File: src/rtl/mem_ctrl_if.sv
// Requester + RAM/IO bus bundle for mem_ctrl.
// slave: mem_ctrl; master: LSB, fetch unit and RAM/IO side.
interface mem_ctrl_if #(
  parameter int AW = 32
) ();
  logic          lsb_signal;
  logic          lsb_wr;
  logic          lsb_signed;
  logic [1:0]    lsb_len;
  logic [AW-1:0] lsb_addr;
  logic [31:0]   lsb_din;
  logic [31:0]   lsb_dout;
  logic          lsb_done;

  logic          if_signal;
  logic [AW-1:0] if_addr;
  logic [31:0]   if_dout;
  logic          if_done;

  logic [7:0]    ram_din;
  logic [7:0]    ram_dout;
  logic [AW-1:0] ram_a;
  logic          ram_wr;
  logic          io_buffer_full;

  modport slave (
    input  lsb_signal,
    input  lsb_wr,
    input  lsb_signed,
    input  lsb_len,
    input  lsb_addr,
    input  lsb_din,
    output lsb_dout,
    output lsb_done,
    input  if_signal,
    input  if_addr,
    output if_dout,
    output if_done,
    input  ram_din,
    output ram_dout,
    output ram_a,
    output ram_wr,
    input  io_buffer_full
  );

  modport master (
    output lsb_signal,
    output lsb_wr,
    output lsb_signed,
    output lsb_len,
    output lsb_addr,
    output lsb_din,
    input  lsb_dout,
    input  lsb_done,
    output if_signal,
    output if_addr,
    input  if_dout,
    input  if_done,
    output ram_din,
    input  ram_dout,
    input  ram_a,
    input  ram_wr,
    output io_buffer_full
  );
endinterface

File: src/rtl/mem_ctrl.sv
// Byte-serial memory controller: LSB loads/stores and instruction
// fetch onto a byte-wide RAM/IO bus with sign/zero-extended loads.
module mem_ctrl #(
  parameter int                    ADDR_WIDTH = 32,
  parameter logic [ADDR_WIDTH-1:0] IO_BASE    = 32'h30000
) (
  input  logic clk_in,
  input  logic rst_in,
  input  logic rdy_in,
  mem_ctrl_if.slave bus
);

  typedef enum logic [1:0] {
    S_IDLE,
    S_READ,
    S_WRITE,
    S_DONE
  } state_t;

  state_t r_state;
  state_t w_next;

  logic                  r_own_if;
  logic [2:0]            r_cnt;
  logic [2:0]            r_n;
  logic                  r_signed;
  logic [1:0]            r_len;
  logic [31:0]           r_din;
  logic [31:0]           r_buf;
  logic [ADDR_WIDTH-1:0] r_ram_a;
  logic [7:0]            r_ram_dout;
  logic [31:0]           r_lsb_dout;
  logic [31:0]           r_if_dout;
  logic                  r_lsb_done;
  logic                  r_if_done;

  logic                  w_owner_sig;
  logic                  w_io;
  logic                  w_stall;
  logic                  w_wlast;
  logic                  w_rlast;
  logic                  w_ram_wr;
  logic [2:0]            w_lsb_n;
  logic [1:0]            w_lane;
  logic [31:0]           w_asm;
  logic [31:0]           w_ext;

  assign w_owner_sig = r_own_if ? bus.if_signal
                                : bus.lsb_signal;
  assign w_io    = (r_ram_a >= IO_BASE) &&
                   (r_ram_a <= IO_BASE + ADDR_WIDTH'(7));
  assign w_stall = w_io && bus.io_buffer_full;
  assign w_wlast = (r_cnt == r_n - 3'd1);
  assign w_rlast = (r_cnt == r_n);
  assign w_lane  = r_cnt[1:0] - 2'd1;

  always_comb begin
    unique case (1'b1)
      bus.lsb_len == 2'b00: w_lsb_n = 3'd1;
      bus.lsb_len == 2'b01: w_lsb_n = 3'd2;
      default:              w_lsb_n = 3'd4;
    endcase
  end

  // Byte read in the previous cycle lands in lane cnt-1.
  always_comb begin
    w_asm = r_buf;
    w_asm[{w_lane, 3'b000} +: 8] = bus.ram_din;
  end

  always_comb begin
    unique case (1'b1)
      r_len == 2'b00:
        w_ext = {{24{r_signed & w_asm[7]}}, w_asm[7:0]};
      r_len == 2'b01:
        w_ext = {{16{r_signed & w_asm[15]}}, w_asm[15:0]};
      default:
        w_ext = w_asm;
    endcase
  end

  always_ff @(posedge clk_in or negedge rst_in) begin
    if (!rst_in) begin
      r_state <= S_IDLE;
    end else begin
      r_state <= w_next;
    end
  end

  always_comb begin
    w_next = r_state;
    if (rdy_in) begin
      unique case (r_state)
        S_IDLE: begin
          if (bus.lsb_signal) begin
            w_next = bus.lsb_wr ? S_WRITE : S_READ;
          end else if (bus.if_signal) begin
            w_next = S_READ;
          end
        end
        S_READ: begin
          if (!w_owner_sig) begin
            w_next = S_IDLE;
          end else if (w_rlast) begin
            w_next = S_DONE;
          end
        end
        S_WRITE: begin
          if (!w_stall && w_wlast) begin
            w_next = S_DONE;
          end
        end
        default: w_next = S_IDLE;
      endcase
    end
  end

  always_comb begin
    w_ram_wr = rdy_in && (r_state == S_WRITE) && !w_stall;
  end

  always_ff @(posedge clk_in or negedge rst_in) begin
    if (!rst_in) begin
      r_own_if   <= 1'b0;
      r_cnt      <= '0;
      r_n        <= '0;
      r_signed   <= 1'b0;
      r_len      <= '0;
      r_din      <= '0;
      r_buf      <= '0;
      r_ram_a    <= '0;
      r_ram_dout <= '0;
      r_lsb_dout <= '0;
      r_if_dout  <= '0;
      r_lsb_done <= 1'b0;
      r_if_done  <= 1'b0;
    end else if (rdy_in) begin
      r_lsb_done <= 1'b0;
      r_if_done  <= 1'b0;
      unique case (r_state)
        S_IDLE: begin
          if (bus.lsb_signal) begin
            r_own_if   <= 1'b0;
            r_cnt      <= '0;
            r_n        <= w_lsb_n;
            r_signed   <= bus.lsb_signed;
            r_len      <= bus.lsb_len;
            r_buf      <= '0;
            r_ram_a    <= bus.lsb_addr;
            r_ram_dout <= bus.lsb_din[7:0];
            r_din      <= {8'h00, bus.lsb_din[31:8]};
          end else if (bus.if_signal) begin
            r_own_if <= 1'b1;
            r_cnt    <= '0;
            r_n      <= 3'd4;
            r_signed <= 1'b0;
            r_len    <= 2'b11;
            r_buf    <= '0;
            r_ram_a  <= bus.if_addr;
          end
        end
        S_READ: begin
          if (w_owner_sig) begin
            if (r_cnt != 3'd0) begin
              r_buf <= w_asm;
            end
            if (w_rlast) begin
              if (r_own_if) begin
                r_if_dout <= w_asm;
                r_if_done <= 1'b1;
              end else begin
                r_lsb_dout <= w_ext;
                r_lsb_done <= 1'b1;
              end
            end else begin
              r_cnt <= r_cnt + 3'd1;
              if (r_cnt + 3'd1 < r_n) begin
                r_ram_a <= r_ram_a + ADDR_WIDTH'(1);
              end
            end
          end
        end
        S_WRITE: begin
          if (!w_stall) begin
            if (w_wlast) begin
              r_lsb_done <= 1'b1;
            end else begin
              r_cnt      <= r_cnt + 3'd1;
              r_ram_a    <= r_ram_a + ADDR_WIDTH'(1);
              r_ram_dout <= r_din[7:0];
              r_din      <= {8'h00, r_din[31:8]};
            end
          end
        end
        default: ;
      endcase
    end
  end

  assign bus.ram_a    = r_ram_a;
  assign bus.ram_dout = r_ram_dout;
  assign bus.ram_wr   = w_ram_wr;
  assign bus.lsb_dout = r_lsb_dout;
  assign bus.lsb_done = r_lsb_done;
  assign bus.if_dout  = r_if_dout;
  assign bus.if_done  = r_if_done;

endmodule

File: src/flat_wrapper.sv
// flat-port wrapper written by rule: the top's interface ports become plain ports
module mem_ctrl_flat 
#(
  parameter int                    ADDR_WIDTH = 32,
  parameter logic [ADDR_WIDTH-1:0] IO_BASE    = 32'h30000
)
  (clk_in, rst_in, rdy_in, bus_lsb_signal, bus_lsb_wr, bus_lsb_signed, bus_lsb_len, bus_lsb_addr, bus_lsb_din, bus_lsb_dout, bus_lsb_done, bus_if_signal, bus_if_addr, bus_if_dout, bus_if_done, bus_ram_din, bus_ram_dout, bus_ram_a, bus_ram_wr, bus_io_buffer_full);
  mem_ctrl_if #(.AW(32)) bus_i ();
  input  logic clk_in;
  input  logic rst_in;
  input  logic rdy_in;
  input wire logic [$bits(bus_i.lsb_signal)-1:0] bus_lsb_signal;
  input wire logic [$bits(bus_i.lsb_wr)-1:0] bus_lsb_wr;
  input wire logic [$bits(bus_i.lsb_signed)-1:0] bus_lsb_signed;
  input wire logic [$bits(bus_i.lsb_len)-1:0] bus_lsb_len;
  input wire logic [$bits(bus_i.lsb_addr)-1:0] bus_lsb_addr;
  input wire logic [$bits(bus_i.lsb_din)-1:0] bus_lsb_din;
  output wire logic [$bits(bus_i.lsb_dout)-1:0] bus_lsb_dout;
  output wire logic [$bits(bus_i.lsb_done)-1:0] bus_lsb_done;
  input wire logic [$bits(bus_i.if_signal)-1:0] bus_if_signal;
  input wire logic [$bits(bus_i.if_addr)-1:0] bus_if_addr;
  output wire logic [$bits(bus_i.if_dout)-1:0] bus_if_dout;
  output wire logic [$bits(bus_i.if_done)-1:0] bus_if_done;
  input wire logic [$bits(bus_i.ram_din)-1:0] bus_ram_din;
  output wire logic [$bits(bus_i.ram_dout)-1:0] bus_ram_dout;
  output wire logic [$bits(bus_i.ram_a)-1:0] bus_ram_a;
  output wire logic [$bits(bus_i.ram_wr)-1:0] bus_ram_wr;
  input wire logic [$bits(bus_i.io_buffer_full)-1:0] bus_io_buffer_full;
  assign bus_i.lsb_signal = bus_lsb_signal;
  assign bus_i.lsb_wr = bus_lsb_wr;
  assign bus_i.lsb_signed = bus_lsb_signed;
  assign bus_i.lsb_len = bus_lsb_len;
  assign bus_i.lsb_addr = bus_lsb_addr;
  assign bus_i.lsb_din = bus_lsb_din;
  assign bus_lsb_dout = bus_i.lsb_dout;
  assign bus_lsb_done = bus_i.lsb_done;
  assign bus_i.if_signal = bus_if_signal;
  assign bus_i.if_addr = bus_if_addr;
  assign bus_if_dout = bus_i.if_dout;
  assign bus_if_done = bus_i.if_done;
  assign bus_i.ram_din = bus_ram_din;
  assign bus_ram_dout = bus_i.ram_dout;
  assign bus_ram_a = bus_i.ram_a;
  assign bus_ram_wr = bus_i.ram_wr;
  assign bus_i.io_buffer_full = bus_io_buffer_full;
  mem_ctrl #(.ADDR_WIDTH(ADDR_WIDTH), .IO_BASE(IO_BASE)) u_core (.clk_in(clk_in), .rst_in(rst_in), .rdy_in(rdy_in), .bus(bus_i));
endmodule
File: config.mk
export PLATFORM = sky130hd
export DESIGN_NAME = mem_ctrl_flat
export DESIGN_NICKNAME = d
export VERILOG_FILES = /design/src/rtl/mem_ctrl_if.sv /design/src/rtl/mem_ctrl.sv /design/src/flat_wrapper.sv
export SDC_FILE = /design/constraint.sdc
export NUM_CORES = 1
export LEC_CHECK = 0
export CAP_MARGIN = 5
export CORE_UTILIZATION = 46
export CTS_BUF_LIST = sky130_fd_sc_hd__clkbuf_4 sky130_fd_sc_hd__clkbuf_8 sky130_fd_sc_hd__clkbuf_16
export DETAILED_ROUTE_END_ITERATION = 10
export HOLD_SLACK_MARGIN = 0.06
export PLACE_DENSITY = 0.76
export SETUP_SLACK_MARGIN = 0.02
export SYNTH_ARGS = -nofsm -noshare
export SYNTH_HDL_FRONTEND = slang
export SYNTH_SLANG_ARGS = --single-unit
File: constraint.sdc
create_clock -name clk_in -period 3 [get_ports clk_in]
set_clock_uncertainty 0.2 [all_clocks]
set_input_delay 0.3 -clock clk_in [delete_from_list [all_inputs] [get_ports clk_in]]
set_output_delay 0.3 -clock clk_in [all_outputs]
set_load 0.01 [all_outputs]
Word-level counts from Yosys, hierarchy flattened --
Index checks and enable logic that the tools add are counted.
Cells by class: add/sub/neg operators 5, multiply operators 0, div/mod/pow operators 0, magnitude comparators 3, equality and inequality tests 16, shift-type cells 2, multiplexer cells 57, bitwise operators 3, reduce and logical (&&, ||, !) cells 22
Operators by type and width (count):
- $mux W32 | 14
- $pmux W32 S2 | 3
- $pmux W32 S3 | 1
- $add A32 B1 Y32 const B | 1
- $bwmux W32 | 1
- $ge A32 B18 Y1 const B | 1
- $le A32 B18 Y1 const B | 1
- $shift A8 B7 Y32 const A | 1
- $shiftx A8 B7 Y32 | 1
- $mux W3 | 8
- $mux W8 | 3
- $reduce_and A5 Y1 | 4
- $mux W2 | 8
- $pmux W8 S2 | 1
- $mux W1 | 14
- $pmux W3 S3 | 1
- $ne A2 B1 Y1 const B | 4
- $ne A2 B2 Y1 const B | 4
- $reduce_and A8 Y1 | 1
- $neg A5 Y7 | 1
- $reduce_and A7 Y1 | 1
- $eq A2 B1 Y1 const B | 3
- $eq A3 B3 Y1 | 2
- $logic_not A2 Y1 | 3
- 17 further kinds | 26
Storage, ports and cells: flip-flop bits (word level) 182, bits in latches 0, RAM bits 0, memory bits (read-only) 0, bits of input ports 114, output and inout bits 107, memories kept 0

Depth between registers and ports, before layout --
Gate-level depths: netlist of the first run.
word-level depth 7, gate-level depth with buffers 11, mapped depth without buffers 9

Worst setup path before layout of the first run --
OpenSTA, ideal clock, no wires.
kind register to register, from register u_core.r_cnt[0], to register u_core.r_ram_a[21], in the netlist u_core.bus.ram_a[21], setup time 0.124 ns, arrival time 2.547 ns, slack 0.129 ns, stages on the path, launching flop included 11, period minus slack after synthesis 2.871 ns, path through dfrtp_1 inv_1 ha_1 ha_1 nor2b_1 o21ai_0 a21boi_1 a211o_1 buf_4 buf_6 a211o_1
On the way: cells in the longest elaborated chain, start to end 4, elaborated cells between the ends (all ways) 8, classes of those cells 1 x add/sub; 1 x order compare; 5 x eq/ne; 1 x reduce/logical
RTL lines:
- start, declared | RTL line mem_ctrl.sv:24 | logic [2:0] r_cnt;
- start signal, assigned | RTL line mem_ctrl.sv:176 | r_cnt <= r_cnt + 3'd1;
- start signal, assigned | RTL line mem_ctrl.sv:188 | r_cnt <= r_cnt + 3'd1;
- $add A3 B1 Y3 | RTL line mem_ctrl.sv:177 | if (r_cnt + 3'd1 < r_n) begin
- $lt A3 B3 Y1 | RTL line mem_ctrl.sv:177
- $ne A2 B1 Y1 (no source line)
- $reduce_and A8 Y1 (no source line) (*)
- end signal, assigned | RTL line mem_ctrl.sv:159 | r_ram_a <= bus.if_addr;
- end signal, assigned | RTL line mem_ctrl.sv:178 | r_ram_a <= r_ram_a + ADDR_WIDTH'(1);
- end signal, assigned | RTL line mem_ctrl.sv:189 | r_ram_a <= r_ram_a + ADDR_WIDTH'(1);
- end, declared | RTL line mem_ctrl.sv:30 | logic [ADDR_WIDTH-1:0] r_ram_a;
Every way passes the cells marked *; elsewhere a longest branch is shown, timed or not. A chain may end at the register's enable or synchronous reset.

Final worst setup path of the first run --
from register u_core.r_ram_a[28], in the netlist u_core.bus.ram_a[28], to output port bus_ram_wr
On the way: cells in the longest elaborated chain, start to end 5, elaborated cells between the ends (all ways) 6, classes of those cells 2 x order compare; 4 x reduce/logical
RTL lines:
- start signal, assigned | RTL line mem_ctrl.sv:149 | r_ram_a <= bus.lsb_addr;
- start signal, assigned | RTL line mem_ctrl.sv:159
- start signal, assigned | RTL line mem_ctrl.sv:178
- $ge A32 B18 Y1 or $le A32 B18 Y1 (tied branches) | RTL line mem_ctrl.sv:50, mem_ctrl.sv:51
- $logic_and A1 B1 Y1 (*) | RTL line mem_ctrl.sv:50 | assign w_io = (r_ram_a >= IO_BASE) &&
- $logic_and A1 B1 Y1 (*) | RTL line mem_ctrl.sv:52 | assign w_stall = w_io && bus.io_buffer_full;
- $logic_not A1 Y1 (*) | RTL line mem_ctrl.sv:119 | w_ram_wr = rdy_in && (r_state == S_WRITE) && !w_stall;
- $logic_and A1 B1 Y1 (*) | RTL line mem_ctrl.sv:119
- end, declared | RTL line flat_wrapper.sv:27 | output wire logic [$bits(bus_i.ram_wr)-1:0] bus_ram_wr;
Marks and branches as above.

==> results.sh, run 1 <==
export IMPL_path_delay_family="simple AND/OR/NAND/NOR gates"
export IMPL_wire_per_inst_um=16.8
export IMPL_die_h_um=143
export IMPL_crit_fanout=7
export IMPL_rsz0062_at_grt="no"
export IMPL_vias_per_cell=5.57
export IMPL_first_pass_iters=5
export IMPL_p_sw_mw=4.98
export IMPL_maxCapViolCount=0
export IMPL_path_buf_inv=1
export IMPL_grt_usage_pct=25.6
export IMPL_power_internal_mw=7.43
export IMPL_period_minus_slack_ns=2.92
export IMPL_dieArea_um2=20600
export IMPL_overflow=0
export IMPL_drc=0
export IMPL_insertion_delay_ns=0.43
export IMPL_ant_nets=0
export IMPL_combPwrFrac_pct=48.6
export IMPL_slew_violations=0
export IMPL_gp_congestion=0.915
export IMPL_htreeDepth=4
export IMPL_max_slew_margin_pct=51.9
export IMPL_async_flop_share_pct=100
export IMPL_ios=221
export IMPL_yosys_most_used_dff="dfrtp_1"
export IMPL_grt_pass1_wl_um=40800
export IMPL_hold_ws_ns=0.205
export IMPL_synth_edf_count=0
export IMPL_yosysTopAreaCell="dfrtp_1"
export IMPL_syn_area_um2=9190
export IMPL_seqPwrFrac_pct=32.7
export IMPL_yosys_area_top_type_share_pct=47.4
export IMPL_yosysMostFrequentCell="dfrtp_1"
export IMPL_setup_tns_ns=0
export IMPL_path_class="reg2out"
export IMPL_design_area_um2=12500
export IMPL_cp_data_required_time_ns=2.50
export IMPL_endpoint_kind="output pin"
export IMPL_pwr_share_clk_pct=18.7
export IMPL_path_clk_slew_ns=0.07
export IMPL_postLayoutSetupSlackWorst_ns=0.0832
export IMPL_fin_crit_sh_pct=97.2
export IMPL_core_area_um2=19500
export IMPL_antenna_cells=0
export IMPL_setup_viol=0
export IMPL_ir_drop_mv=0.550
export IMPL_yosys_warnings=0
export IMPL_clock_sinks=174
export IMPL_slowest_stage="clkdlybuf4s50_1"
export IMPL_powerDensity_nw_per_um2=991
export IMPL_slowest_delay_ns=0.50
export IMPL_synth_seq_area_share_pct=47.4
export IMPL_syn_area_per_cell_um2=9.20
export IMPL_antenna_found_initial=0
export IMPL_crit_path_start_kind="register"
export IMPL_drive_gt1_share_pct=10.4
export IMPL_first_iter_violations=603
export IMPL_power_leakage_nw=5.21
export IMPL_finalWirelength_um=25300
export IMPL_cts_tree="yes"
export IMPL_placed_area_um2=11800
export IMPL_syn_to_final_growth_pct=36.2
export IMPL_status="finished clean"
export IMPL_synth_nets=1129
export IMPL_arrival_ns=2.42
export IMPL_synth_seq_cells=174
export IMPL_rows=51
export IMPL_cts_buffers=17
export IMPL_synth_area_leaders="dfrtp_1, a21oi_1, mux2i_1"
export IMPL_worstMarginPinSlew_ns=0.719
export IMPL_ys_types=71
export IMPL_die_w_um=143
export IMPL_io_buffers=220
export IMPL_nets=1355
export IMPL_p_sw_share_pct=40.1
export IMPL_vias=8363
export IMPL_p_total_mw=12.4
export IMPL_clockBufferDepth=2
export IMPL_grt_pass1_vias=7974
export IMPL_hold_violations=0
export IMPL_max_freq_ghz=0.343
export IMPL_root_buffer="clkbuf_16"
export IMPL_grt_max_degree=66
export IMPL_dp_hpwl_um=17900
export IMPL_path_cells="nor4_2, nand4_1, nor2_1, nor3b_1, clkdlybuf4s50_1"
export IMPL_pre_cts_ws_ns=0.107
export IMPL_start_util_pct=47.1
export IMPL_worst_hold_path_type="in2async"
export IMPL_num_fill_cells=1629
export IMPL_syn_inst=999
export IMPL_synth_top_cells_by_count="dfrtp_1, nand2_1, nor2_1"
layout make-up:
| type | count | area [um2] | share of cell area, % |
|---|---|---|---|
| Timing Repair Buffer | 268 | 2610 | 20.9 |
| Tap cell | 265 | 332 | 2.65 |
| Clock buffer | 18 | 433 | 3.46 |
| Clock inverter | 13 | 184 | 1.47 |
| Inverter | 40 | 150 | 1.20 |
| Multi-Input combinational cell | 724 | 4460 | 35.6 |
| Sequential cell | 174 | 4350 | 34.8 |
per-layer routing:
layer | global-route usage, % | share of wire [%] | vias to the layer above | wire (um)
met5 | 0 | 0 | - | 0
met4 | 8.57 | 2.0 | 0 | 495
met3 | 5.20 | 6.9 | 40 | 1750
met2 | 41.1 | 48 | 356 | 12000
met1 | 34.6 | 43 | 4003 | 11000
li1 | - | - | 3964 | -
cells by family after synthesis:
family | count (synthesis) | synth area share [%]
AND/OR/NAND/NOR | 367 | 18.7
AO/OA/AOI/OAI | 259 | 17.7
flip-flops | 174 | 47.4
buffers and inverters | 101 | 4.60
multiplexers | 77 | 8.75
adder cells (fa/ha/maj) | 16 | 2.18
XOR/XNOR | 5 | 0.708
power groups by stage:
stage | logic (mW) | clock network, mW | registers [mW]
floorplan | 3.29 | 0 | 4.17
global placement | 5.81 | 0 | 4.04
detailed placement | 5.93 | 0 | 4.07
CTS | 5.97 | 2.36 | 4.04
global route | 6.62 | 2.45 | 4.19
finish | 6.03 | 2.32 | 4.06
cell usage in the layout (no fill, tap or decap), drive strengths merged, types with 5 or more instances in the layout:
cell / instances
nand3b: 9
and3: 7
o21ai: 61
o21bai: 7
dfrtp: 174
inv: 43
a31oi: 16
clkdlybuf4s50: 218
nand3: 19
mux2i: 50
clkinv: 5
o22a: 11
nand2b: 13
mux2: 27
a211oi: 7
a21oi: 105
ha: 16
nor2b: 19
buf: 48
o211ai: 6
nor4: 13
nand4: 10
nand2: 130
clkbuf: 18
nor2: 110
nor3: 19
a22o: 8
state kept, by name, indices dropped and copies added (netlist names):
signal               cells
u_core.bus.ram_a        32
u_core.bus.lsb_dout     32
u_core.r_n               3
u_core.bus.if_done       1
u_core.bus.lsb_done      1
u_core.r_len             2
u_core.r_state           2
u_core.r_own_if          1
u_core.r_signed          1
u_core.r_cnt             3
u_core.r_buf            32
u_core.bus.ram_dout      8
u_core.r_din            24
u_core.bus.if_dout      32
path summary, 6_finish.rpt:
check                                startpoint                      end  slack, ns  cells past startpoint
max in group asynchronous                rst_in   u_core.bus.lsb_dout[9]       1.66                      3
hold / removal                           rst_in  u_core.bus.lsb_dout[21]       0.20                      2
setup / recovery           u_core.bus.ram_a[28]               bus_ram_wr       0.08                      5
setup reg to reg                u_core.r_cnt[0]     u_core.bus.ram_a[12]       0.18                      9
hold reg to reg                 u_core.r_buf[9]          u_core.r_buf[9]       0.28                      2
min in group clk_in              bus_lsb_signed          u_core.r_signed       0.25                      3
what timing repair did:
action	4_1_cts	5_1_grt
gates resized for setup	0	7
setup buffers	0	1
hold buffers	2	0
setup endpoints to repair	0	32
endpoints found under the hold margin	56	0
through the flow:
stage,std cells,utilization (%)
2_1_floorplan,999,-
3_3_place_gp,1467,60.6
3_5_place_dp,1467,60.6
4_1_cts,1500,63.9
5_1_grt,1502,64.1
6_report,1502,64.1
Power figures use the tool's default switching activity.
==> run 2: changes to the inputs <==
CORE_MARGIN = 2   (was not set)
==> results.sh, run 2 (synthesis gave the netlist of run 1 again) <==
export IMPL_status="finished clean"
export IMPL_first_pass_iters=5
export IMPL_dp_hpwl_um=18100
export IMPL_setup_tns_ns=0
export IMPL_gp_congestion=0.870
export IMPL_hold_ws_ns=0.247
export IMPL_cp_data_required_time_ns=2.50
export IMPL_first_iter_violations=706
export IMPL_grt_pass1_vias=8115
export IMPL_grt_pass1_wl_um=42200
export IMPL_finalWirelength_um=25600
export IMPL_rsz0062_at_grt="no"
export IMPL_core_area_um2=19500
export IMPL_overflow=0
export IMPL_power_leakage_nw=5.20
export IMPL_die_w_um=145
export IMPL_nets=1352
export IMPL_crit_fanout=8
export IMPL_rows=51
export IMPL_die_h_um=145
export IMPL_period_minus_slack_ns=2.90
export IMPL_placed_area_um2=11900
export IMPL_crit_path_start_kind="register"
export IMPL_insertion_delay_ns=0.43
export IMPL_cts_buffers=17
export IMPL_ant_nets=0
export IMPL_dieArea_um2=21100
export IMPL_setup_viol=0
export IMPL_cts_tree="yes"
export IMPL_fin_crit_sh_pct=96.6
export IMPL_multiInputGateArea_um2=4430
export IMPL_path_clk_slew_ns=0.06
export IMPL_antenna_found_initial=0
export IMPL_ios=221
export IMPL_drive_gt1_share_pct=10.2
export IMPL_grt_usage_pct=24.4
export IMPL_maxCapViolCount=0
export IMPL_root_buffer="clkbuf_16"
export IMPL_max_freq_ghz=0.345
export IMPL_ir_drop_mv=0.566
export IMPL_final_common_cell="clkdlybuf4s50_1"
export IMPL_powerDensity_nw_per_um2=992
export IMPL_wire_per_inst_um=17.0
export IMPL_clockBufferDepth=2
export IMPL_design_area_um2=12500
export IMPL_clock_sinks=174
export IMPL_antenna_cells=0
export IMPL_syn_to_final_growth_pct=36.0
export IMPL_endpoint_kind="output pin"
export IMPL_arrival_ns=2.40
export IMPL_io_buffers=220
export IMPL_slew_violations=0
export IMPL_worstMarginPinSlew_ns=0.760
export IMPL_vias_per_cell=5.55
export IMPL_max_slew_margin_pct=49.3
export IMPL_hold_violations=0
export IMPL_layout_common_cells="clkdlybuf4s50_1, dfrtp_1, nand2_1"
export IMPL_drc=0
export IMPL_vias=8319
export IMPL_path_class="reg2out"
export IMPL_num_fill_cells=1615
export IMPL_seq_area_um2=4350
export IMPL_grt_max_degree=79
export IMPL_worst_hold_path_type="in2reg"
export IMPL_start_util_pct=47.1
export IMPL_htreeDepth=4
run 2: area by class of cell:
class                   count  area share [%]
clock buffers              21            3.74
repair buffers            265            20.9
multi-input cells         724            35.4
well taps                 265            2.65
inverters                  40            1.20
flip-flops and latches    174            34.8
clock inverters            11            1.22
run 2: metrics by stage:
stage,setup WS (ns),util [%],total power [mW],std cells
global placement,0.137,60.7,9.86,1466
CTS,0.0365,64.0,12.4,1500
finish,0.101,64.0,12.4,1500
global route,0.0216,64.0,13.2,1500
detailed placement,0.0521,60.7,10.0,1466
floorplan,0.129,-,7.46,999
run 2: repair_timing:
| action | 4_1_cts | 5_1_grt |
|---|---|---|
| endpoints found under the setup margin | 0 | 10 |
| hold buffers | 2 | 0 |
| resized for setup | 0 | 3 |
| buffers inserted | 0 | 0 |
| hold endpoints to repair | 76 | 0 |
run 2: final timing paths:
path                                      start                 endpoint  slack [ns]  depth (start not counted)
hold / removal                   bus_lsb_signed          u_core.r_signed        0.25                          3
setup reg to reg                u_core.r_cnt[1]     u_core.bus.ram_a[22]        0.18                         10
max in group asynchronous                rst_in          u_core.r_cnt[2]        1.46                          3
min in group asynchronous                rst_in  u_core.bus.lsb_dout[21]        0.29                          2
setup / recovery           u_core.bus.ram_a[20]               bus_ram_wr        0.10                          5
hold reg to reg                u_core.r_buf[10]         u_core.r_buf[10]        0.28                          2
run 2: critical path, stage by stage (launching register included):
cell             delay (ns)
dfrtp_1                0.48
nor4b_1                0.41
nand4_1                0.27
nor2_2                 0.23
nor3b_1                0.08
clkdlybuf4s50_1        0.50
run 2: routing by layer:
| layer | share of wire (%) | vias up | track usage [%] | routed length [um] |
|---|---|---|---|---|
| li1 | - | 3966 | - | - |
| met1 | 42 | 3934 | 33.2 | 10800 |
| met2 | 49 | 371 | 39.8 | 12400 |
| met3 | 7.0 | 48 | 4.39 | 1800 |
| met4 | 2.1 | 0 | 7.84 | 541 |
| met5 | 0 | - | 0 | 0 |
run 2: report_power, final:
group          internal [mW]  switching (mW)  total [mW]
Clock                   1.38           0.962        2.35
Sequential              3.26           0.849        4.11
Combinational           2.81            3.14        5.95
Total                   7.45            4.95        12.4
